<file path="src/rtl/sm_subtractor_pipe.sv">
// Two-stage pipelined sign-magnitude subtractor (result = op_a - op_b) with valid/ready flow control.
// Define SM_SUB_SAT_EN to saturate the magnitude on overflow; otherwise the magnitude wraps.
module sm_subtractor_pipe #(
    parameter int WIDTH     = 16,
    parameter int FRAC_BITS = 8
) (
    input  logic             clk,
    input  logic             rst,
    input  logic             in_valid,
    output logic             in_ready,
    input  logic [WIDTH-1:0] op_a,
    input  logic [WIDTH-1:0] op_b,
    output logic             out_valid,
    input  logic             out_ready,
    output logic [WIDTH-1:0] result,
    output logic             ovf
);

    localparam int MAG_W = WIDTH - 1;

`ifdef SM_SUB_SAT_EN
    localparam bit SAT_EN = 1'b1;
`else
    localparam bit SAT_EN = 1'b0;
`endif

    // FRAC_BITS only names the binary point; it must still fit inside the magnitude.
    if (FRAC_BITS < 0 || FRAC_BITS > MAG_W) begin : g_bad_frac
        $error("sm_subtractor_pipe: FRAC_BITS out of range");
    end

    // On overflow the magnitude either saturates to all ones or keeps the wrapped low bits.
    function automatic logic [MAG_W-1:0] sat_mag(input logic ovf_bit, input logic [MAG_W-1:0] mag);
        return (SAT_EN && ovf_bit) ? {MAG_W{1'b1}} : mag;
    endfunction

    // Zero magnitude always carries a positive sign so -0 is never emitted.
    function automatic logic [WIDTH-1:0] pack_sm(input logic sign, input logic [MAG_W-1:0] mag);
        return {sign & (mag != '0), mag};
    endfunction

    logic             sign_a;
    logic             sign_b_neg;
    logic [MAG_W-1:0] mag_a;
    logic [MAG_W-1:0] mag_b;
    logic             eff_sub;
    logic             a_ge_b;

    logic [MAG_W-1:0] mag_hi_p1;
    logic [MAG_W-1:0] mag_lo_p1;
    logic             sub_p1;
    logic             sign_p1;
    logic             vld_p1;

    logic             adv_p2;
    logic             s1_open;

    logic [MAG_W:0]   sum_ext;
    logic [MAG_W-1:0] res_mag;
    logic             res_ovf;

    assign adv_p2   = !out_valid || out_ready;
    assign s1_open  = !vld_p1 || adv_p2;
    assign in_ready = !rst && s1_open;

    // Decode: subtracting op_b is adding op_b with its sign flipped.
    always_comb begin
        sign_a     = op_a[WIDTH-1];
        sign_b_neg = ~op_b[WIDTH-1];
        mag_a      = op_a[MAG_W-1:0];
        mag_b      = op_b[MAG_W-1:0];
        eff_sub    = (sign_a != sign_b_neg);
        a_ge_b     = (mag_a >= mag_b);
    end

    // ---- S1: ordered magnitudes, operation and result sign ----
    always_ff @(posedge clk) begin
        if (in_valid && in_ready) begin
            sub_p1 <= eff_sub;
            if (!eff_sub || a_ge_b) begin
                mag_hi_p1 <= mag_a;
                mag_lo_p1 <= mag_b;
                sign_p1   <= sign_a;
            end else begin
                mag_hi_p1 <= mag_b;
                mag_lo_p1 <= mag_a;
                sign_p1   <= sign_b_neg;
            end
        end
    end

    // Execute: SUB always has the larger magnitude as minuend, so only ADD can overflow.
    always_comb begin
        sum_ext = {1'b0, mag_hi_p1} + {1'b0, mag_lo_p1};
        res_ovf = 1'b0;
        res_mag = mag_hi_p1 - mag_lo_p1;
        if (!sub_p1) begin
            res_ovf = sum_ext[MAG_W];
            res_mag = sat_mag(sum_ext[MAG_W], sum_ext[MAG_W-1:0]);
        end
    end

    // ---- S2: output register, held while the consumer stalls ----
    always_ff @(posedge clk) begin
        if (rst) begin
            vld_p1    <= 1'b0;
            out_valid <= 1'b0;
            result    <= '0;
            ovf       <= 1'b0;
        end else begin
            if (adv_p2) begin
                out_valid <= vld_p1;
                if (vld_p1) begin
                    result <= pack_sm(sign_p1, res_mag);
                    ovf    <= res_ovf;
                end
            end
            if (s1_open) begin
                vld_p1 <= in_valid;
            end
        end
    end

endmodule

</file>
<file path="config.mk">
export PLATFORM = sky130hd
export DESIGN_NAME = sm_subtractor_pipe
export DESIGN_NICKNAME = d
export VERILOG_FILES = /design/src/rtl/sm_subtractor_pipe.sv
export SDC_FILE = /design/constraint.sdc
export NUM_CORES = 1
export LEC_CHECK = 0
export CAP_MARGIN = 20
export CORE_UTILIZATION = 58
export CTS_BUF_LIST = sky130_fd_sc_hd__clkbuf_8
export DETAILED_ROUTE_END_ITERATION = 8
export GPL_TIMING_DRIVEN = 0
export PLACE_DENSITY = 0.93
export SLEW_MARGIN = 20
export SYNTH_ARGS = -nofsm -noshare
export SYNTH_HDL_FRONTEND = slang
export SYNTH_SLANG_ARGS = --single-unit
</file>
<file path="constraint.sdc">
create_clock -name clk -period 3.98 [get_ports clk]
set_input_delay 0.398 -clock clk [delete_from_list [all_inputs] [get_ports clk]]
set_output_delay 0.398 -clock clk [all_outputs]
set_load 0.02 [all_outputs]
</file>
Word level (Yosys, flattened, before mapping):

Cells that the tools add are included.

* bits in registers: 51
* output and inout bits: 19
* word-level logic and storage cells: 30
* input bits: 36

* order comparisons: 1
* equal/unequal tests: 1
* multiplexer cells: 5
* reduce and logical (&&, ||, !) cells: 11
* add/sub/neg operators: 2
* bitwise logic cells: 2

Operators with widths (number)
* 15-bit two-way mux: 3
* 15-bit by 15-bit adder with 16-bit output: 1
* 15-bit >= comparator: 1
* 15-bit nonzero test: 1
* 15-bit subtractor: 1
* 1-bit zero test: 4
* 1-bit logical OR: 3
* 1-bit logical AND: 2
* 1-bit two-way mux: 2
* 2-bit AND reduction: 1
* 1-bit AND: 1
* 1-bit != test: 1
* 1-bit inverter: 1

Logic depth before layout (Yosys ltp):

Gate-level depths: netlist of the first run.

* word-level depth: 5
* depth in mapped cells: 11
* mapped depth without buffers: 11

Worst setup path after synthesis of the first run:

No wires, ideal clock.

* path kind: flip-flop to flip-flop
* from: reg mag_lo_p1[0]
* to: reg result[15]
* slack: 1208 ps
* buffers on the path: 0
* arrival: 2644 ps
* data required time: 3852 ps
* setup time: 128 ps
* period minus slack after synthesis: 2772 ps
* stages on the path, launching flop included: 11
* path through: edfxtp_1 -> ha_1 -> fa_1 -> nand2b_1 -> a2111oi_4 -> o2111ai_1 -> a21oi_2 -> mux2_1 -> a211oi_2 -> a21boi_1 -> a31oi_1

* longest elaborated chain between the ends: 4
* elaborated cells on any way between the ends: 5
* classes of those cells: add/sub (2); mux (1); bitwise (1); reduce/logical (1)

RTL lines
* from (decl): line 50 `logic [MAG_W-1:0] mag_lo_p1;`
* from (signal assigned): line 82 `mag_lo_p1 <= mag_b;`
* from (signal assigned): line 86 `mag_lo_p1 <= mag_a;`
* 15-bit by 15-bit adder with 16-bit output / 15-bit subtractor (equally long branches): line 94, 96
* 15-bit two-way mux *: line 97 `if (!sub_p1) begin`
* 15-bit nonzero test *: line 39 `return {sign & (mag != '0), mag};`
* 1-bit AND *: line 39
* to (signal assigned): line 114 `result <= pack_sm(sign_p1, res_mag);`
* to (decl): line 15 `output logic [WIDTH-1:0] result,`

Mark *: on every way between the ends. The rest lies on a longest branch, timed or not.
A chain may end at the register's enable or synchronous reset.

Final worst setup path of the first run:

* from: in op_b[9]
* to: reg mag_hi_p1[14] (data pin)

* longest elaborated chain between the ends: 3

RTL lines
* from (decl): line 12 `input logic [WIDTH-1:0] op_b,`
* 15-bit >= comparator: line 73 `a_ge_b = (mag_a >= mag_b);`
* 1-bit logical OR: line 80 `if (!eff_sub || a_ge_b) begin`
* 15-bit two-way mux: line 80
* to (signal assigned): line 81 `mag_hi_p1 <= mag_a;`
* to (signal assigned): line 85 `mag_hi_p1 <= mag_b;`
* to (decl): line 49 `logic [MAG_W-1:0] mag_hi_p1;`

Every way passes these cells.

==> qor.yml, run 1 <==
routing:
  routedWlPerCell_um: 15.8
  antenna_left: 0
  highest_layer: "met4"
  route.met2.wl_um: 4360
  drt_first_iter_violations: 352
  wl_met3_um: 400
  postRouteWirelength_um: 8930
  avgViaCountPerCell: 6.02
  first_pass_iters: 5
  vias: 3410
  wl_met1_um: 3910
  drc: 0
synth:
  yosys_warnings: 0
  avgSynthCellArea_sq_um: 9.49
  ys_ff_latch: 51
  synth_area_leaders: "edfxtp_1 (24%), ha_1 (14%), dfxtp_1 (9.4%)"
  synthCells: 425
  ys_seq_area_share_pct: 33.2
  synth_edf_count: 32
  syn_nets: 507
  synth_area_sq_um: 4040
  synth.top_cell.area_share_pct: 23.8
  synthDistinctLibCells: 67
  yosys.area.top_type: "edfxtp_1"
  async_flop_share_pct: 0
  synth_flop_cell: "edfxtp_1"
critical_path:
  rrSetupSlack_ns: 0.88
  critPathRequiredTime_ns: 4.04
  crit_fanout: 10
  rr_endpoint: "result[15]$_SDFFE_PP0P_"
  reg2regPathDepth: 10
  regToRegStartpoint: "mag_lo_p1[0]$_DFFE_PP_"
  end_kind: "register"
  crit_path_end: "mag_hi_p1[14]$_DFFE_PP_"
  start_kind: "input port"
  cp.arrival_ns: 3.25
  cp-startpoint: "op_b[9]"
  setup.worst_path.class: "in -> reg"
clock_tree:
  h-tree-depth: 2
  postCtsSetupBuffers: 0
  cts_made_buffers: 5
  cts-resized-gates: 0
  clock-sinks: 51
  clk_pin_slew_worst_paths_ns: 0.10
  insertion_delay_ns: 0.31
  cts-hold-fix-buffers: 0
  cts_root_buf: "clkbuf_8"
  cts_buffer_depth: 2
  cts_tree: "yes"
sta:
  period_minus_slack_ns: 3.19
  rsz0062_at_grt: "false"
  hold_slack_ns: 0.378
  worst_pin_slew_ns: 0.732
  tns_ns: 0
  max_freq_mhz: 313
  hold_viol: 0
  fin_skew_ns: 0.00804
  finalSetupViolations: 0
  final_max_slew_viol_count: 0
  setup_ws_ns: 0.787
  finalCritPeriodShare_pct: 80.2
  max-slew-margin-rel_pct: 51.2
finish:
  syn_to_final_growth_pct: 17.8
  layout_commonest_cell: "clkdlybuf4s50_1"
  layout_common_cells: "clkdlybuf4s50_1 (53), inv_1 (51), ha_1 (44)"
  seqCellArea_sq_um: 1340
  multi_input_area_sq_um: 2380
  drive_gt1_share_pct: 13.4
  fin_nets: 567
  diodes: 0
  fin_cells: 566
  n_fill_cell: 507
power:
  seq_power_share_pct: 43.7
  peakVddDrop_mv: 0.181
  p_leak_uw: 0.00190
  cellPowerDensity_nw_per_um2: 300
  switching_power_uw: 470
  switching_share_pct: 33.0
  p_total_uw: 1420
  pwr-share-clk_pct: 21.2
  comb_power_share_pct: 35.1
  intPower_uw: 955
global_routing:
  gr-total-overflow: 0
  grt_max_degree: 33
  grt.total_usage_pct: 25.9
  antenna_found_initial: 0
  grt_first_pass_wirelength_um: 15200
  grt_pass1_vias: 3302
die:
  core_area_sq_um: 6760
  die_w_um: 85.4
  fp-row-count: 30
  ios: 55
  initial_core_util_pct: 59.7
  fp.dieH_um: 85.4
  die-area_sq_um: 7290
place:
  place_congestion: 0.890
  portBuffers: 53
  dp_slack_ns: 0.541
  numPlacedInstances: 558
  hpwl_um: 7170
worst_hold_path:
  hp-start: "rst"
  hold_class: "in -> reg"
flow_run:
  cap_viol_max_count: 0
run_status:
  status: "complete, no violations"
## layer usage
| metal | global-route usage (%) | up-vias |
|---|---|---|
| met5 | 0 | - |
| met4 | 9.39 | 0 |
| met3 | 3.21 | 30 |
| met2 | 45.4 | 136 |
| met1 | 32.8 | 1578 |
| li1 | - | 1666 |
## per-stage QoR
step | cell area, sq um | utilization, %
after floorplan | 4040 | -
after global placement | 4670 | 69.1
after detailed placement | 4670 | 69.1
after CTS | 4750 | 70.3
after global routing | 4750 | 70.3
final | 4750 | 70.3
## synth_stat cells, types with 5 or more instances
| cell type | number |
|---|---|
| a211oi_1 | 11 |
| ha_1 | 44 |
| clkbuf_1 | 5 |
| inv_1 | 50 |
| dfxtp_1 | 19 |
| buf_2 | 7 |
| xnor2_1 | 10 |
| o21ai_0 | 14 |
| a21oi_1 | 38 |
| o31ai_1 | 6 |
| nor2b_1 | 7 |
| edfxtp_1 | 32 |
| nor3_1 | 7 |
| nand2_1 | 17 |
| nor2_1 | 32 |
| nand3_1 | 12 |
| mux2_2 | 30 |
| nand2b_1 | 5 |
| a31oi_1 | 8 |
## sequential cells by signal (all words and copies together) (netlist names)
signal     flops
sign_p1        1
out_valid      1
mag_hi_p1     15
mag_lo_p1     15
sub_p1         1
ovf            1
vld_p1         1
result        16
## worst max-delay path, stage by stage
cell             delay [ns]
clkdlybuf4s50_1        0.51
inv_1                  0.06
ha_1                   0.30
a21oi_1                0.17
nor2b_1                0.07
o21ai_0                0.20
nand2b_1               0.09
a21oi_1                0.19
o21ai_0                0.20
nor3b_1                0.33
buf_2                  0.34
mux2_2                 0.40
## cell families (layout without fill, tap and decap cells)
| group | count (synthesis) | in the layout | synth area share (%) |
|---|---|---|---|
| buf+inv | 69 | 130 | 7.72 |
| mux | 32 | 32 | 8.90 |
| flops | 51 | 51 | 33.2 |
| compound gates | 114 | 114 | 20.0 |
| fa+ha+maj | 46 | 46 | 14.6 |
| xor+xnor | 10 | 10 | 2.17 |
| simple gates | 103 | 103 | 13.3 |
## power groups by stage
stage | sequential [uW] | combinational, uW | clock, uW
floorplan | 648 | 327 | 0
global placement | 633 | 474 | 0
detailed placement | 636 | 491 | 0
CTS | 623 | 495 | 296
global route | 627 | 545 | 315
finish | 623 | 500 | 302
## worst min-delay path by stage
stage | endpoint | depth (start not counted)
after global routing | result[6]$_SDFFE_PP0P_ | 2
final | result[0]$_SDFFE_PP0P_ | 2
after CTS | ovf$_SDFFE_PP0P_ | 2
after floorplan | out_valid$_SDFFE_PP0P_ | 2
after global placement | result[3]$_SDFFE_PP0P_ | 2
after detailed placement | result[3]$_SDFFE_PP0P_ | 2
## area by class of cell
type	count	area share [%]
buffer	18	2.53
clock buffer	5	1.45
clock inverter	3	0.342
inverter	51	4.03
multi-input combinational	305	50.2
sequential	51	28.2
tap	80	2.11
timing repair buffer	53	11.2
No activity file was read; power rests on OpenSTA's default activity.
==> run 2, diff against run 1 <==
clock period = 3.26 ns   (was 3.98 ns; I/O delays follow)
==> qor.yml, run 2 (synthesis results as in run 1) <==
sta:
  fin_skew_ns: 0.00798  # -0.0000574 ns
  max_freq_mhz: 328
  worst_pin_slew_ns: 0.729  # -0.00202 ns
  finalCritPeriodShare_pct: 93.6
  hold_slack_ns: 0.306  # -0.0725 ns
  finalSetupViolations: 0  # unchanged
  rsz0062_at_grt: "false"
  max-slew-margin-rel_pct: 51.4  # +0.13 points
  setup_ws_ns: 0.208  # -0.579 ns
  tns_ns: 0  # unchanged
  hold_viol: 0  # unchanged
  final_max_slew_viol_count: 0  # unchanged
  period_minus_slack_ns: 3.05
clock_tree:
  h-tree-depth: 2  # unchanged
  clock-sinks: 51  # unchanged
  insertion_delay_ns: 0.32  # about the same
  cts_tree: "yes"
  cts_root_buf: "clkbuf_8"
  cts_buffer_depth: 2  # unchanged
  clk_pin_slew_worst_paths_ns: 0.10  # about the same
  cts_made_buffers: 5  # unchanged
worst_hold_path:
  hold_class: "in -> reg"
  min_path_cells: 2  # unchanged
die:
  ios: 55  # unchanged
  die-area_sq_um: 7290  # unchanged
  initial_core_util_pct: 59.7  # unchanged
  fp-row-count: 30  # unchanged
  fp.dieH_um: 85.4  # unchanged
  die_w_um: 85.4  # unchanged
  core_area_sq_um: 6760  # unchanged
place:
  hpwl_um: 7170  # unchanged
  portBuffers: 53  # unchanged
  dp_slack_ns: -0.107  # -0.648 ns
  place_congestion: 0.890  # unchanged
  place_area_sq_um: 4670  # unchanged
finish:
  final_util_pct: 70.4  # +0.11 points
  syn_to_final_growth_pct: 18.0
  top_register: "result"
  largest_register_ffs: 16  # unchanged
  diodes: 0  # unchanged
  layout_commonest_cell: "clkdlybuf4s50_1"
  n_fill_cell: 505  # -0.39%
  reg_top3: "result (16), mag_hi_p1 (15), mag_lo_p1 (15)"
  drive_gt1_share_pct: 13.6  # +0.21 points
  fin_area_sq_um: 4760  # +0.16%
  layout_common_cells: "clkdlybuf4s50_1 (53), inv_1 (51), ha_1 (44)"
  fin_nets: 567  # unchanged
routing:
  routedWlPerCell_um: 15.8  # +0.12%
  drc: 0  # unchanged
  antenna_left: 0  # unchanged
  first_pass_iters: 5  # unchanged
  vias: 3371  # -1.1%
  avgViaCountPerCell: 5.96  # -1.1%
  postRouteWirelength_um: 8940  # +0.12%
  drt_first_iter_violations: 343  # -2.6%
critical_path:
  crit_fanout: 10  # unchanged
  rrSetupSlack_ns: 0.22  # -0.66 ns
  critPathRequiredTime_ns: 3.33  # -0.71 ns
  cp.arrival_ns: 3.13  # -0.12 ns
  reg2regPathDepth: 10  # unchanged
  setup.worst_path.class: "in -> reg"
  end_kind: "register"
  start_kind: "input port"
power:
  cellPowerDensity_nw_per_um2: 366  # +22%
  p_leak_uw: 0.00190  # +0.15%
  peakVddDrop_mv: 0.217  # +20%
global_routing:
  antenna_found_initial: 0  # unchanged
  grt_max_degree: 33  # unchanged
  gr-total-overflow: 0  # unchanged
  grt_pass1_vias: 3302  # unchanged
  grt.total_usage_pct: 25.9  # unchanged
  grt_first_pass_wirelength_um: 15200  # unchanged
flow_run:
  cap_viol_max_count: 0  # unchanged
run_status:
  status: "complete, no violations"
[run 2: cell types whose count changed in the layout (fill, tap and decap cells not counted), sizes merged]
cell    previous run  this run
clkbuf            11        12
buf               12        11
[run 2: cell type report]
type / instances / area (sq um) / area share (%)
Multi-Input combinational cell: 305 / 2390 / 50.2
Inverter: 51 / 191 / 4.02
Timing Repair Buffer: 53 / 531 / 11.1
Clock buffer: 5 / 68.8 / 1.45
Tap cell: 80 / 100 / 2.10
Sequential cell: 51 / 1340 / 28.2
Buffer: 18 / 123 / 2.58
Clock inverter: 3 / 16.3 / 0.342
[run 2: routing by layer]
layer / track usage, % / wire length, um / part of all wire [%]
met2: 45.4 / 4400 / 49
met4: 9.39 / 243 / 2.7
met5: 0 / 0 / 0
met3: 3.21 / 438 / 4.9
met1: 32.8 / 3860 / 43
[run 2: final timing paths]
check / from / endpoint
worst max-delay path: op_b[9] / mag_hi_p1[8]$_DFFE_PP_
worst min register to register: result[3]$_SDFFE_PP0P_ / result[3]$_SDFFE_PP0P_
worst min-delay path: rst / result[0]$_SDFFE_PP0P_
worst max register to register: mag_lo_p1[0]$_DFFE_PP_ / result[15]$_SDFFE_PP0P_
[run 2: worst max-delay path, cell delays in order]
cell             delay (ns)
clkdlybuf4s50_1        0.49
inv_1                  0.05
ha_1                   0.30
a21oi_1                0.17
nor2b_1                0.07
o21ai_0                0.20
nand2b_1               0.09
a21oi_1                0.20
o21ai_0                0.25
nor3b_2                0.27
buf_2                  0.31
mux2_2                 0.39
[run 2: power breakdown]
part / switching [uW] / internal, uW
combinational: 329 / 283
clock: 224 / 147
sequential: 22.5 / 738
total: 576 / 1170
[run 2: metrics by stage]
stage                     total power, uW  instances
after floorplan                      1190        425
after global placement               1350        558
after detailed placement             1380        558
after CTS                            1730        566
after global routing                 1820        566
final                                1740        566
[run 2: timing repair]
action / in CTS / in global routing
endpoints found under the hold margin: 0 / 0
setup buffers: 0 / 0
gates resized for setup: 0 / 2
setup endpoints to repair: 0 / 31
hold buffers: 0 / 0
==> run 3, diff against run 2 <==
CORE_MARGIN = 2   (was unset)
==> qor.yml, run 3 (synthesis results as in run 1) <==
sta:
  max-slew-margin-rel_pct: 50.7  # -0.62 points
  period_minus_slack_ns: 3.07  # +0.0217 ns
  rsz0062_at_grt: "false"
  finalSetupViolations: 0  # unchanged
  worst_pin_slew_ns: 0.733  # +0.00373 ns
  hold_viol: 0  # unchanged
  max_freq_mhz: 325  # -0.71%
  hold_slack_ns: 0.320  # +0.0140 ns
  fin_skew_ns: 0.00496  # -0.00302 ns
  final_max_slew_viol_count: 0  # unchanged
  finalCritPeriodShare_pct: 94.3  # +0.67 points
routing:
  first_pass_iters: 5  # unchanged
  drt_first_iter_violations: 330  # -3.8%
  postRouteWirelength_um: 9170  # +2.6%
  drc: 0  # unchanged
  antenna_left: 0  # unchanged
  avgViaCountPerCell: 5.99  # +0.56%
  routedWlPerCell_um: 16.2  # +2.6%
  vias: 3390  # +0.56%
clock_tree:
  cts_tree: "yes"
  cts_root_buf: "clkbuf_8"
  cts_made_buffers: 5  # unchanged
  insertion_delay_ns: 0.31  # about the same
  clk_pin_slew_worst_paths_ns: 0.10  # about the same
  postCtsSetupBuffers: 0  # unchanged
  h-tree-depth: 2  # unchanged
  clock-sinks: 51  # unchanged
  cts_buffer_depth: 2  # unchanged
power:
  cellPowerDensity_nw_per_um2: 368  # +0.38%
  intPower_uw: 1170  # +0.25%
  comb_power_share_pct: 35.0  # about the same
  p_total_uw: 1750  # +0.28%
  peakVddDrop_mv: 0.217  # -0.22%
  p_leak_uw: 0.00190  # about the same
  seq_power_share_pct: 43.5  # about the same
  switching_share_pct: 33.0  # about the same
  pwr-share-clk_pct: 21.5  # +0.2 points
  switching_power_uw: 577  # +0.34%
finish:
  drive_gt1_share_pct: 13.6  # unchanged
  fin_nets: 567  # unchanged
  n_fill_cell: 507  # +0.40%
  largest_register_ffs: 16  # unchanged
  seqCellArea_sq_um: 1340  # unchanged
  diodes: 0  # unchanged
  layout_common_cells: "clkdlybuf4s50_1 (53), inv_1 (50), ha_1 (44)"
  syn_to_final_growth_pct: 17.8
  multi_input_area_sq_um: 2380  # -0.21%
  reg_top3: "result (16), mag_hi_p1 (15), mag_lo_p1 (15)"
  final_util_pct: 70.4  # -0.074 points
  layout_commonest_cell: "clkdlybuf4s50_1"
  top_register: "result"
global_routing:
  gr-total-overflow: 0  # unchanged
  antenna_found_initial: 0  # unchanged
  grt.total_usage_pct: 25.2  # -0.74 points
  grt_max_degree: 33  # unchanged
  grt_pass1_vias: 3294  # -0.24%
  grt_first_pass_wirelength_um: 15300  # +0.73%
worst_hold_path:
  hold_class: "in -> reg"
critical_path:
  cp.arrival_ns: 3.28  # +0.15 ns
  start_kind: "register"
  end_kind: "register"
  critPathRequiredTime_ns: 3.46  # +0.13 ns
  crit_fanout: 4  # -6
  setup.worst_path.class: "reg -> reg"
flow_run:
  cap_viol_max_count: 0  # unchanged
place:
  hpwl_um: 7300  # +1.8%
  portBuffers: 53  # unchanged
  place_congestion: 0.893  # +0.30%
die:
  die-area_sq_um: 7640  # +4.7%
  initial_core_util_pct: 59.7  # unchanged
  fp.dieH_um: 87.4  # +2.3%
  ios: 55  # unchanged
  die_w_um: 87.4  # +2.3%
  fp-row-count: 30  # unchanged
  core_area_sq_um: 6760  # unchanged
run_status:
  status: "complete, no violations"
run 3: changes by cell type in the layout (fill, tap and decap cells not counted):
| cell | before | now |
|---|---|---|
| inv_6 | 0 | 1 |
| inv_1 | 51 | 50 |
| buf_2 | 6 | 7 |
| clkinvlp_4 | 1 | 0 |
| clkinv_2 | 0 | 1 |
| nor3b_1 | 3 | 4 |
| clkbuf_4 | 1 | 0 |
| nor3b_2 | 1 | 0 |
run 3: what timing repair did:
item / 4_1_cts / 5_1_grt
endpoints found under the setup margin: 0 / 1
resized for setup: 0 / 0
hold buffers: 0 / 0
run 3: area by class of cell:
type | instances | share of cell area, %
buffer | 18 | 2.53
clock buffer | 5 | 1.45
clock inverter | 3 | 0.395
inverter | 51 | 4.03
multi-input combinational | 305 | 50.1
sequential | 51 | 28.2
tap | 80 | 2.11
timing repair buffer | 53 | 11.2
run 3: critical path, cell delays in order, from the launching register on:
cell       delay [ns]
edfxtp_1         0.38
inv_1            0.05
ha_1             0.21
fa_1             0.38
nand2b_1         0.25
a2111oi_4        0.42
o2111ai_1        0.22
a21oi_2          0.21
mux2_1           0.35
a211oi_2         0.19
a21boi_1         0.21
a31oi_1          0.09
run 3: power groups by stage:
| stage | Clock [uW] | Combinational (uW) | Sequential, uW |
|---|---|---|---|
| floorplan | 0 | 399 | 791 |
| global placement | 0 | 578 | 773 |
| detailed placement | 0 | 600 | 776 |
| CTS | 374 | 606 | 761 |
| global route | 398 | 668 | 765 |
| finish | 376 | 612 | 760 |
run 3: layer usage:
| layer | global-route usage (%) | vias up | wire length, um |
|---|---|---|---|
| met4 | 9.23 | 0 | 290 |
| met3 | 3.70 | 24 | 412 |
| met2 | 44.8 | 132 | 4610 |
| met1 | 30.7 | 1574 | 3860 |
| li1 | - | 1660 | - |
| met5 | 0 | - | 0 |
run 3: final timing paths:
kind,from,to,slack (ns),cells after the start
worst min-delay path,rst,ovf$_SDFFE_PP0P_,0.32,2
worst min register to register,result[3]$_SDFFE_PP0P_,result[3]$_SDFFE_PP0P_,0.46,2
worst max-delay path,mag_hi_p1[0]$_DFFE_PP_,result[15]$_SDFFE_PP0P_,0.19,11
worst max register to register,mag_hi_p1[0]$_DFFE_PP_,result[15]$_SDFFE_PP0P_,0.19,11
run 3: per-stage QoR:
| stage | setup WS (ns) | cell area (sq um) | TNS, ns | cells |
|---|---|---|---|---|
| 2_1_floorplan | 0.488 | 4040 | 0 | 425 |
| 3_3_place_gp | 0.0835 | 4670 | 0 | 558 |
| 3_5_place_dp | -0.0381 | 4670 | -0.487 | 558 |
| 4_1_cts | 0.145 | 4750 | 0 | 566 |
| 5_1_grt | 0.0125 | 4750 | 0 | 566 |
| 6_report | 0.187 | 4750 | 0 | 566 |
